`src/rtl/can_fd_data_field.sv`:
```
// CAN / CAN FD data-field serializer: DLC decode, MSB-first shift-out on sample_point.
// Optional dynamic bit stuffing is compiled in with `define DATA_STUFF_EN.
module can_fd_data_field #(
  parameter int MAX_BYTES = 64,
  parameter int CNT_W     = 10
) (
  input  logic                   clock,
  input  logic                   reset_n,
  input  logic                   enable,
  input  logic                   sample_point,
  input  logic                   Tx_request,
  input  logic                   control_complete,
  input  logic                   fd_mode,
  input  logic [3:0]             dlc,
  input  logic [MAX_BYTES*8-1:0] data,
  input  logic                   prev_bit,
  input  logic [2:0]             prev_run,
  output logic                   data_bit,
  output logic [CNT_W-1:0]       bit_counter,
  output logic [6:0]             data_length,
  output logic                   stuff_bit,
  output logic                   data_active,
  output logic                   data_complete,
  output logic                   dlc_error
);

  localparam int DW = MAX_BYTES * 8;

  typedef enum logic [1:0] {IDLE, LOAD, SEND, COMPLETE} state_t;

  state_t           state_q, state_d;
  logic [DW-1:0]    sr_q, sr_d;
  logic [CNT_W-1:0] bit_counter_q, bit_counter_d;
  logic [6:0]       data_length_q, data_length_d;
  logic             dlc_error_q, dlc_error_d;
  logic             data_bit_q, data_bit_d;
  logic             data_active_q, data_active_d;
  logic             data_complete_q, data_complete_d;

  logic [6:0]       len_dec, len_ld;
  logic             len_over;
  logic [CNT_W-1:0] total_bits, cnt_inc;

`ifdef DATA_STUFF_EN
  logic             stuff_q, stuff_d;
  logic             last_q, last_d;
  logic [2:0]       run_q, run_d;
`else
  logic             unused_prev;
  assign unused_prev = ^{prev_bit, prev_run};
`endif

  function automatic logic [6:0] decode_len(input logic fd, input logic [3:0] code);
    if (code <= 4'd8) return {3'b000, code};
    if (!fd)          return 7'd8;
    case (code)
      4'd9:    return 7'd12;
      4'd10:   return 7'd16;
      4'd11:   return 7'd20;
      4'd12:   return 7'd24;
      4'd13:   return 7'd32;
      4'd14:   return 7'd48;
      default: return 7'd64;
    endcase
  endfunction

  always_comb begin
    len_dec    = decode_len(fd_mode, dlc);
    len_over   = len_dec > 7'(MAX_BYTES);
    len_ld     = len_over ? 7'(MAX_BYTES) : len_dec;
    total_bits = CNT_W'({data_length_q, 3'b000});
    cnt_inc    = bit_counter_q + CNT_W'(1);

    state_d       = state_q;
    sr_d          = sr_q;
    bit_counter_d = bit_counter_q;
    data_length_d = data_length_q;
    dlc_error_d   = dlc_error_q;
`ifdef DATA_STUFF_EN
    stuff_d = stuff_q;
    last_d  = last_q;
    run_d   = run_q;
`endif

    case (state_q)
      IDLE: if (enable && Tx_request && control_complete) state_d = LOAD;
      LOAD: begin
        sr_d          = data;
        data_length_d = len_ld;
        dlc_error_d   = len_over;
        bit_counter_d = '0;
        state_d       = (len_ld == 7'd0) ? COMPLETE : SEND;
`ifdef DATA_STUFF_EN
        // A preceding field that ended on a full run owes a stuff bit first.
        last_d  = prev_bit;
        run_d   = prev_run;
        stuff_d = (prev_run == 3'd5) && (len_ld != 7'd0);
`endif
      end
      SEND: if (sample_point) begin
`ifdef DATA_STUFF_EN
        if (stuff_q) begin
          stuff_d = 1'b0;
          last_d  = ~last_q;
          run_d   = 3'd1;
          if (bit_counter_q == total_bits) state_d = COMPLETE;
        end else begin
          sr_d          = sr_q << 1;
          bit_counter_d = cnt_inc;
          last_d        = sr_q[DW-1];
          run_d         = (sr_q[DW-1] == last_q) ? run_q + 3'd1 : 3'd1;
          // A completed run defers COMPLETE until its stuff bit is out.
          if (run_d == 3'd5)            stuff_d = 1'b1;
          else if (cnt_inc == total_bits) state_d = COMPLETE;
        end
`else
        sr_d          = sr_q << 1;
        bit_counter_d = cnt_inc;
        if (cnt_inc == total_bits) state_d = COMPLETE;
`endif
      end
      COMPLETE: if (!Tx_request) begin
        state_d       = IDLE;
        bit_counter_d = '0;
        dlc_error_d   = 1'b0;
      end
      default: state_d = IDLE;
    endcase

    if (!enable) begin
      state_d       = IDLE;
      bit_counter_d = '0;
      dlc_error_d   = 1'b0;
`ifdef DATA_STUFF_EN
      stuff_d = 1'b0;
`endif
    end

    // Outputs are registered from next-state values so they line up with state_q.
    data_active_d   = (state_d == SEND);
    data_complete_d = (state_d == COMPLETE);
`ifdef DATA_STUFF_EN
    data_bit_d = (state_d == SEND) ? (stuff_d ? ~last_d : sr_d[DW-1]) : 1'b1;
`else
    data_bit_d = (state_d == SEND) ? sr_d[DW-1] : 1'b1;
`endif
  end

  always_ff @(posedge clock or negedge reset_n) begin
    if (!reset_n) begin
      state_q         <= IDLE;
      sr_q            <= '0;
      bit_counter_q   <= '0;
      data_length_q   <= '0;
      dlc_error_q     <= 1'b0;
      data_bit_q      <= 1'b1;
      data_active_q   <= 1'b0;
      data_complete_q <= 1'b0;
`ifdef DATA_STUFF_EN
      stuff_q <= 1'b0;
      last_q  <= 1'b1;
      run_q   <= 3'd1;
`endif
    end else begin
      state_q         <= state_d;
      sr_q            <= sr_d;
      bit_counter_q   <= bit_counter_d;
      data_length_q   <= data_length_d;
      dlc_error_q     <= dlc_error_d;
      data_bit_q      <= data_bit_d;
      data_active_q   <= data_active_d;
      data_complete_q <= data_complete_d;
`ifdef DATA_STUFF_EN
      stuff_q <= stuff_d;
      last_q  <= last_d;
      run_q   <= run_d;
`endif
    end
  end

  assign data_bit      = data_bit_q;
  assign bit_counter   = bit_counter_q;
  assign data_length   = data_length_q;
  assign dlc_error     = dlc_error_q;
  assign data_active   = data_active_q;
  assign data_complete = data_complete_q;
`ifdef DATA_STUFF_EN
  assign stuff_bit = stuff_q;
`else
  assign stuff_bit = 1'b0;
`endif

endmodule
```
`config.mk`:
```
export PLATFORM = sky130hd
export DESIGN_NAME = can_fd_data_field
export DESIGN_NICKNAME = d
export VERILOG_FILES = /design/src/rtl/can_fd_data_field.sv
export SDC_FILE = /design/constraint.sdc
export NUM_CORES = 1
export LEC_CHECK = 0
export BUFFER_PORTS_ARGS = -buffer_cell sky130_fd_sc_hd__buf_2
export CAP_MARGIN = 25
export CORE_UTILIZATION = 27
export DETAILED_ROUTE_END_ITERATION = 16
export PLACE_DENSITY = 0.54
export SLEW_MARGIN = 20
export SYNTH_ARGS = -nofsm -noshare
export SYNTH_HDL_FRONTEND = slang
export SYNTH_SLANG_ARGS = --single-unit
```
`constraint.sdc`:
```
create_clock -name clock -period 5.62 [get_ports clock]
set_clock_uncertainty 0.15 [all_clocks]
set_input_delay 0.843 -clock clock [delete_from_list [all_inputs] [get_ports clock]]
set_output_delay 0.843 -clock clock [all_outputs]
set_load 0.01 [all_outputs]
```
==> Word-level counts from Yosys, hierarchy flattened <==
Cells that the tools add are included.
{ "totals": {"reg_bits": 535, "in_bits": 527, "out_inout_bits": 22, "word_cells": 63} }
{ "op_classes": {"n_addsub": 1, "n_lt_le_gt_ge": 2, "eq_ne": 17, "n_mux": 26, "n_reduce_logical": 8} }
{ "ops": {"columns": ["operator", "n"], "rows": [
  ["$pmux 512 s2", 1],
  ["$mux 512", 1],
  ["$pmux 7 s6", 1],
  ["$mux 7", 5],
  ["$mux 10", 3],
  ["$pmux 10 s3", 1],
  ["$eq 4x4->1 const B", 6],
  ["$add 10x1->10 const B", 1],
  ["$eq 10x10->1", 1],
  ["$mux 2", 5],
  ["$eq 2x2->1 const B", 4],
  ["$pmux 2 s4", 1],
  ["$gt 7x7->1 const B", 1],
  ["$logic_not 7->1", 1],
  ["$mux 1", 7],
  ["$ne 3x3->1 const B", 2],
  ["$le 4x4->1 const B", 1],
  ["$ne 4x1->1 const B", 1],
  ["$reduce_and 2->1", 2],
  ["$ne 3x1->1 const B", 1],
  ["$reduce_and 3->1", 1],
  ["$eq 2x1->1 const B", 1],
  ["$logic_and 1x1->1", 2],
  ["$logic_not 2->1", 1],
  ["other kinds (3)", 3]
]} }

==> Depth between registers and ports, before layout <==
{ "depth": {"depth_word": 13, "depth_mapped": 10, "ltp_nobuf": 7} }

==> Least setup slack after synthesis <==
Ideal clock, no wire load.
{ "synth_timing": {"path_kind": "in2reg", "startpoint": "in dlc[0]", "endpoint": "reg data_active_q, in the netlist data_active", "setup_ns": 0.120, "arrival_time_ns": 1.937, "t_required_ns": 5.350, "setup_slack_ns": 3.413, "cell_stages": 6, "cell_sequence": "clkbuf_1 > nor4_1 > a21oi_1 > a21oi_1 > nand3_2 > o211a_1"} }
{ "synth_via": {"elab_chain_cells": 11, "word_cells_on_any_way": 20} }
{ "synth_rtl": {"columns": ["item", "line", "rtl"], "rows": [
  ["start, declared", "14", "input logic [3:0] dlc,"],
  ["$eq 4x4->1 or $mux 7 (tied branches)", "56, 54", null],
  ["$pmux 7 s6 or $mux 7 (tied branches)", "56, 55", null],
  ["$mux 7", "56", "case (code)"],
  ["$mux 7 *", "55", "if (!fd) return 7'd8;"],
  ["$gt 7x7->1", "69", "len_over = len_dec > 7'(MAX_BYTES);"],
  ["$mux 7 *", "70", "len_ld = len_over ? 7'(MAX_BYTES) : len_dec;"],
  ["$logic_not 7->1 *", "92", "state_d = (len_ld == 7'd0) ? COMPLETE : SEND;"],
  ["$mux 1 *", "92", null],
  ["$pmux 2 s4 *", "85", "case (state_q)"],
  ["$mux 2 *", "130", "if (!enable) begin"],
  ["$eq 2x2->1 *", "140", "data_active_d = (state_d == SEND);"],
  ["named net data_active_d", "37", "logic data_active_q, data_active_d;"],
  ["end signal, assigned", "171", "data_active_q <= data_active_d;"],
  ["end, declared", "37", null]
]} }
Mark *: on every way through the listed nets, which the timed path passes. The rest lies on a longest branch. The select of a mux whose other input is x is not followed.
A chain may end at the register's enable or synchronous reset.

==> Worst setup path in the final report <==
{ "layout_timing": {"startpoint": "reg state_q[0]", "endpoint": "reg sr_q[117]"} }
{ "layout_via": {"elab_chain_cells": 3, "word_cells_on_any_way": 6} }
{ "layout_rtl": {"columns": ["item", "line", "rtl"], "rows": [
  ["start, declared", "31", "state_t state_q, state_d;"],
  ["start signal, assigned", "165", "state_q <= state_d;"],
  ["$eq 2x2->1 or $eq 2x1->1 (tied branches)", "85", null],
  ["$ne 2x2->1 (no source line) or $reduce_bool 2->1 (tied branches)", null, null],
  ["$reduce_and 2->1 (no source line)", null, null],
  ["end signal, assigned", "166", "sr_q <= sr_d;"],
  ["end, declared", "32", "logic [DW-1:0] sr_q, sr_d;"]
]} }
Parallel ways exist; a longest one is shown, timed or not.

==> qor.csv <==
stage;metric;value;unit
status;outcome;completed;
floorplanning;die_y;298;µm
setup_path;cp_cell_sequence;inv_1 > ha_1 > o21ai_4 > buf_12 > buf_4 > nand2_1 > o21ai_0;
setup_path;rrSetupSlack;1.80;ns
clocking;cts_resized;0;
floorplanning;die_w;298;µm
grt;grt_overflow;0;
setup_path;cp_data_required_time;5.94;ns
yosys;seq_area_frac_synth;56.6;%
min_path;min_path_type;in -> async;
yosys;synthTopCellsByCount;534 x dfrtp_1, 533 x nand2_1, 522 x o21ai_0, 510 x a22oi_1, 147 x clkbuf_1;
timing;finalCriticalPeriod;3.82;ns
clocking;path_clk_slew;0.06;ns
setup_path;cp_top_family;buffers and inverters;
setup_path;end_kind;register;
route;totalWireLength;73700;µm
setup_path;crit_slowest_cell;buf_4;
floorplanning;pin_count;549;
yosys;yosysWarnings;0;
route;initialDrtViolationCount;1791;
setup_path;arrival;4.14;ns
timing;hold_viol;0;
setup_path;critPathMaxFanout;209;
layout;drive_gt1_share;24.1;%
timing;slew_headroom;9.68;%
setup_path;worstReg2RegStart;state_q[0];
setup_path;r2r_end;sr_q[117];
grt;use_met3;4.80;%
grt;gr-usage-met2;24.4;%
floorplanning;die_area;88700;µm²
setup_path;crit_path_start_kind;register;
setup_path;critPathKind;reg -> reg;
grt;antenna_found_initial;44;
clocking;insertion_delay;0.59;ns
yosys;synth_edf_count;0;
setup_path;path_buf_inv;3;
clocking;cts_buffers;66;
grt;grt_pass1_vias;20000;
grt;busiest_layer;met2;
timing;tightest_slew;1.35;ns
clocking;clkSinkCount;535;
timing;drv_slew;0;
route;drtPass1Iterations;5;
clocking;htreeDepth;3;
floorplanning;rows;108;
yosys;synth.most_common_cell;dfrtp_1;
yosys;yosys.area.top_type_share;56.5;%
yosys;synthCells;2448;
yosys;postSynthAreaPerCell;9.66;µm²
power;ir_drop;507;µV
clocking;post-cts-setup-buffers;0;
yosys;ys.flop_type;dfrtp_1;
route;avgViaCountPerCell;4.98;
timing;fin_hold_ws;0.0912;ns
placed_design;port_buffers;543;
setup_path;critPathMaxStageDelay;0.70;ns
route;vias;20400;
timing;final.setup.tns;0;ns
yosys;ys_ff_latch;535;
route;ant_nets;0;
yosys;async_flop_share;100;%
timing;clock.fmax;262;MHz
grt;grtUsageTotal;16.1;%
timing;setup_violations;0;
layout;fin_nets;3389;
clocking;cts-root-buf;clkbuf_16;
route;wire_per_inst;18.0;µm
yosys;syn-num-nets;2980;
yosys;synthesis.area;23600;µm²
placed_design;hpwlAfterDp;46000;µm
clocking;cts_buffer_depth;3;
yosys;yosysUniqueCellTypes;53;
layout;synthToLayoutAreaGrowth;25.1;%
run;max_cap_viol_count;0;
route;drc;0;
power;leakage;12.6;nW
floorplanning;initial_core_util;27.2;%
setup_path;r2r_cells;7;
floorplanning;coreArea;86800;µm²
grt;grt_start_max_net_pins;210;
clocking;cts_tree;done;
grt;grt_use_met1;21.5;%
timing;final.period_utilization;68.0;%
grt;grt_first_pass_wirelength;116000;µm
timing;grt_setup_unrepaired;no;
yosys;yosysTopAreaCell;dfrtp_1;
clocking;ctsHoldBuffers;0;
yosys;synth_area_leaders;dfrtp_1 57%, a22oi_1 16%, o21ai_0 11%;
placed_design;gp_congestion;0.810;
power;power_density;411;nW/µm²
final cells by class:
cell class / instances / area [µm²]
Antenna cell: 26 / 65.1
Tap cell: 1155 / 1450
Clock inverter: 19 / 226
Multi-Input combinational cell: 1663 / 9240
Inverter: 14 / 52.6
Sequential cell: 535 / 13400
Fill cell: 9043 / 57200
Clock buffer: 98 / 2000
Timing Repair Buffer: 577 / 3150
kinds of logic (layout without fill, tap and decap cells):
group                      Yosys count  count (layout)  synth area share (%)
other                                1              27                0.0159
buffers and inverters              250             708                  4.39
adders and majority gates            5               5                 0.265
xor gates and xnor gates            10              10                 0.371
and+or+nand+nor                    570             570                  9.43
muxes                                3               3                 0.138
DFF                                535             535                  56.6
AOI/OAI and AO/OA                 1074            1074                  28.7
state kept, by name, indices dropped and copies added (netlist names):
name / flops
sr_q: 512
data_active: 1
state_q: 2
data_bit: 1
bit_counter: 10
data_complete: 1
dlc_error: 1
data_length: 7
layout by cell type (no fill, tap or decap), types with 3 or more instances in the layout:
| cell | count |
|---|---|
| o41ai_1 | 3 |
| clkbuf_1 | 13 |
| buf_4 | 21 |
| xnor2_1 | 9 |
| buf_2 | 542 |
| nand2_1 | 533 |
| clkbuf_8 | 16 |
| clkbuf_16 | 69 |
| inv_1 | 14 |
| o31ai_1 | 3 |
| inv_6 | 4 |
| dfrtp_1 | 534 |
| o22ai_1 | 6 |
| bufinv_16 | 3 |
| nor2_1 | 6 |
| buf_12 | 13 |
| o21ai_0 | 522 |
| nor4_1 | 3 |
| clkinv_2 | 8 |
| a22oi_1 | 510 |
| ha_1 | 4 |
| nor2b_1 | 4 |
| nand3_1 | 8 |
| a21oi_1 | 7 |
| diode_2 | 26 |
worst max-delay path by stage:
stage | from | to | slack, ns | cells past startpoint
finish | state_q[0] | sr_q[117] | 1.80 | 7
global placement | state_q[0] | sr_q[257] | 2.09 | 7
CTS | state_q[0] | sr_q[117] | 2.02 | 7
detailed placement | state_q[0] | sr_q[117] | 2.05 | 7
global route | state_q[0] | sr_q[232] | 1.65 | 7
floorplan | dlc[0] | data_active | 3.41 | 6
power breakdown:
part           internal (mW)  leakage, nW  switching [mW]
registers               4.48         7.44           0.366
clock network           2.61         1.10            1.72
logic                  0.925         4.04            2.04
metal layers:
layer | up-vias | wire (µm)
met3 | 144 | 5230
li1 | 9697 | -
met4 | 42 | 1960
met2 | 526 | 33900
met5 | - | 256
met1 | 9954 | 32400
worst reg2reg max path, delay by kind of cell, from the launching register on:
| family | cells | cell delay [ns] |
|---|---|---|
| compound gates | 2 | 0.73 |
| fa+ha+maj | 1 | 0.37 |
| buf+inv | 3 | 1.89 |
| flops | 1 | 0.44 |
| simple gates | 1 | 0.14 |
metrics by stage:
step / power, mW / area, µm² / setup slack (ns) / instances / utilization, %
3_5_place_dp: 7.90 / 27300 / 2.05 / 3944 / 31.4
5_1_grt: 12.9 / 29500 / 1.65 / 4082 / 34.1
2_1_floorplan: 6.89 / 23600 / 3.41 / 2448 / -
3_3_place_gp: 7.88 / 27300 / 2.09 / 3944 / 31.4
6_report: 12.1 / 29600 / 1.80 / 4087 / 34.1
4_1_cts: 12.3 / 29500 / 2.02 / 4061 / 34.0
No activity file was read; power rests on OpenSTA's default activity.
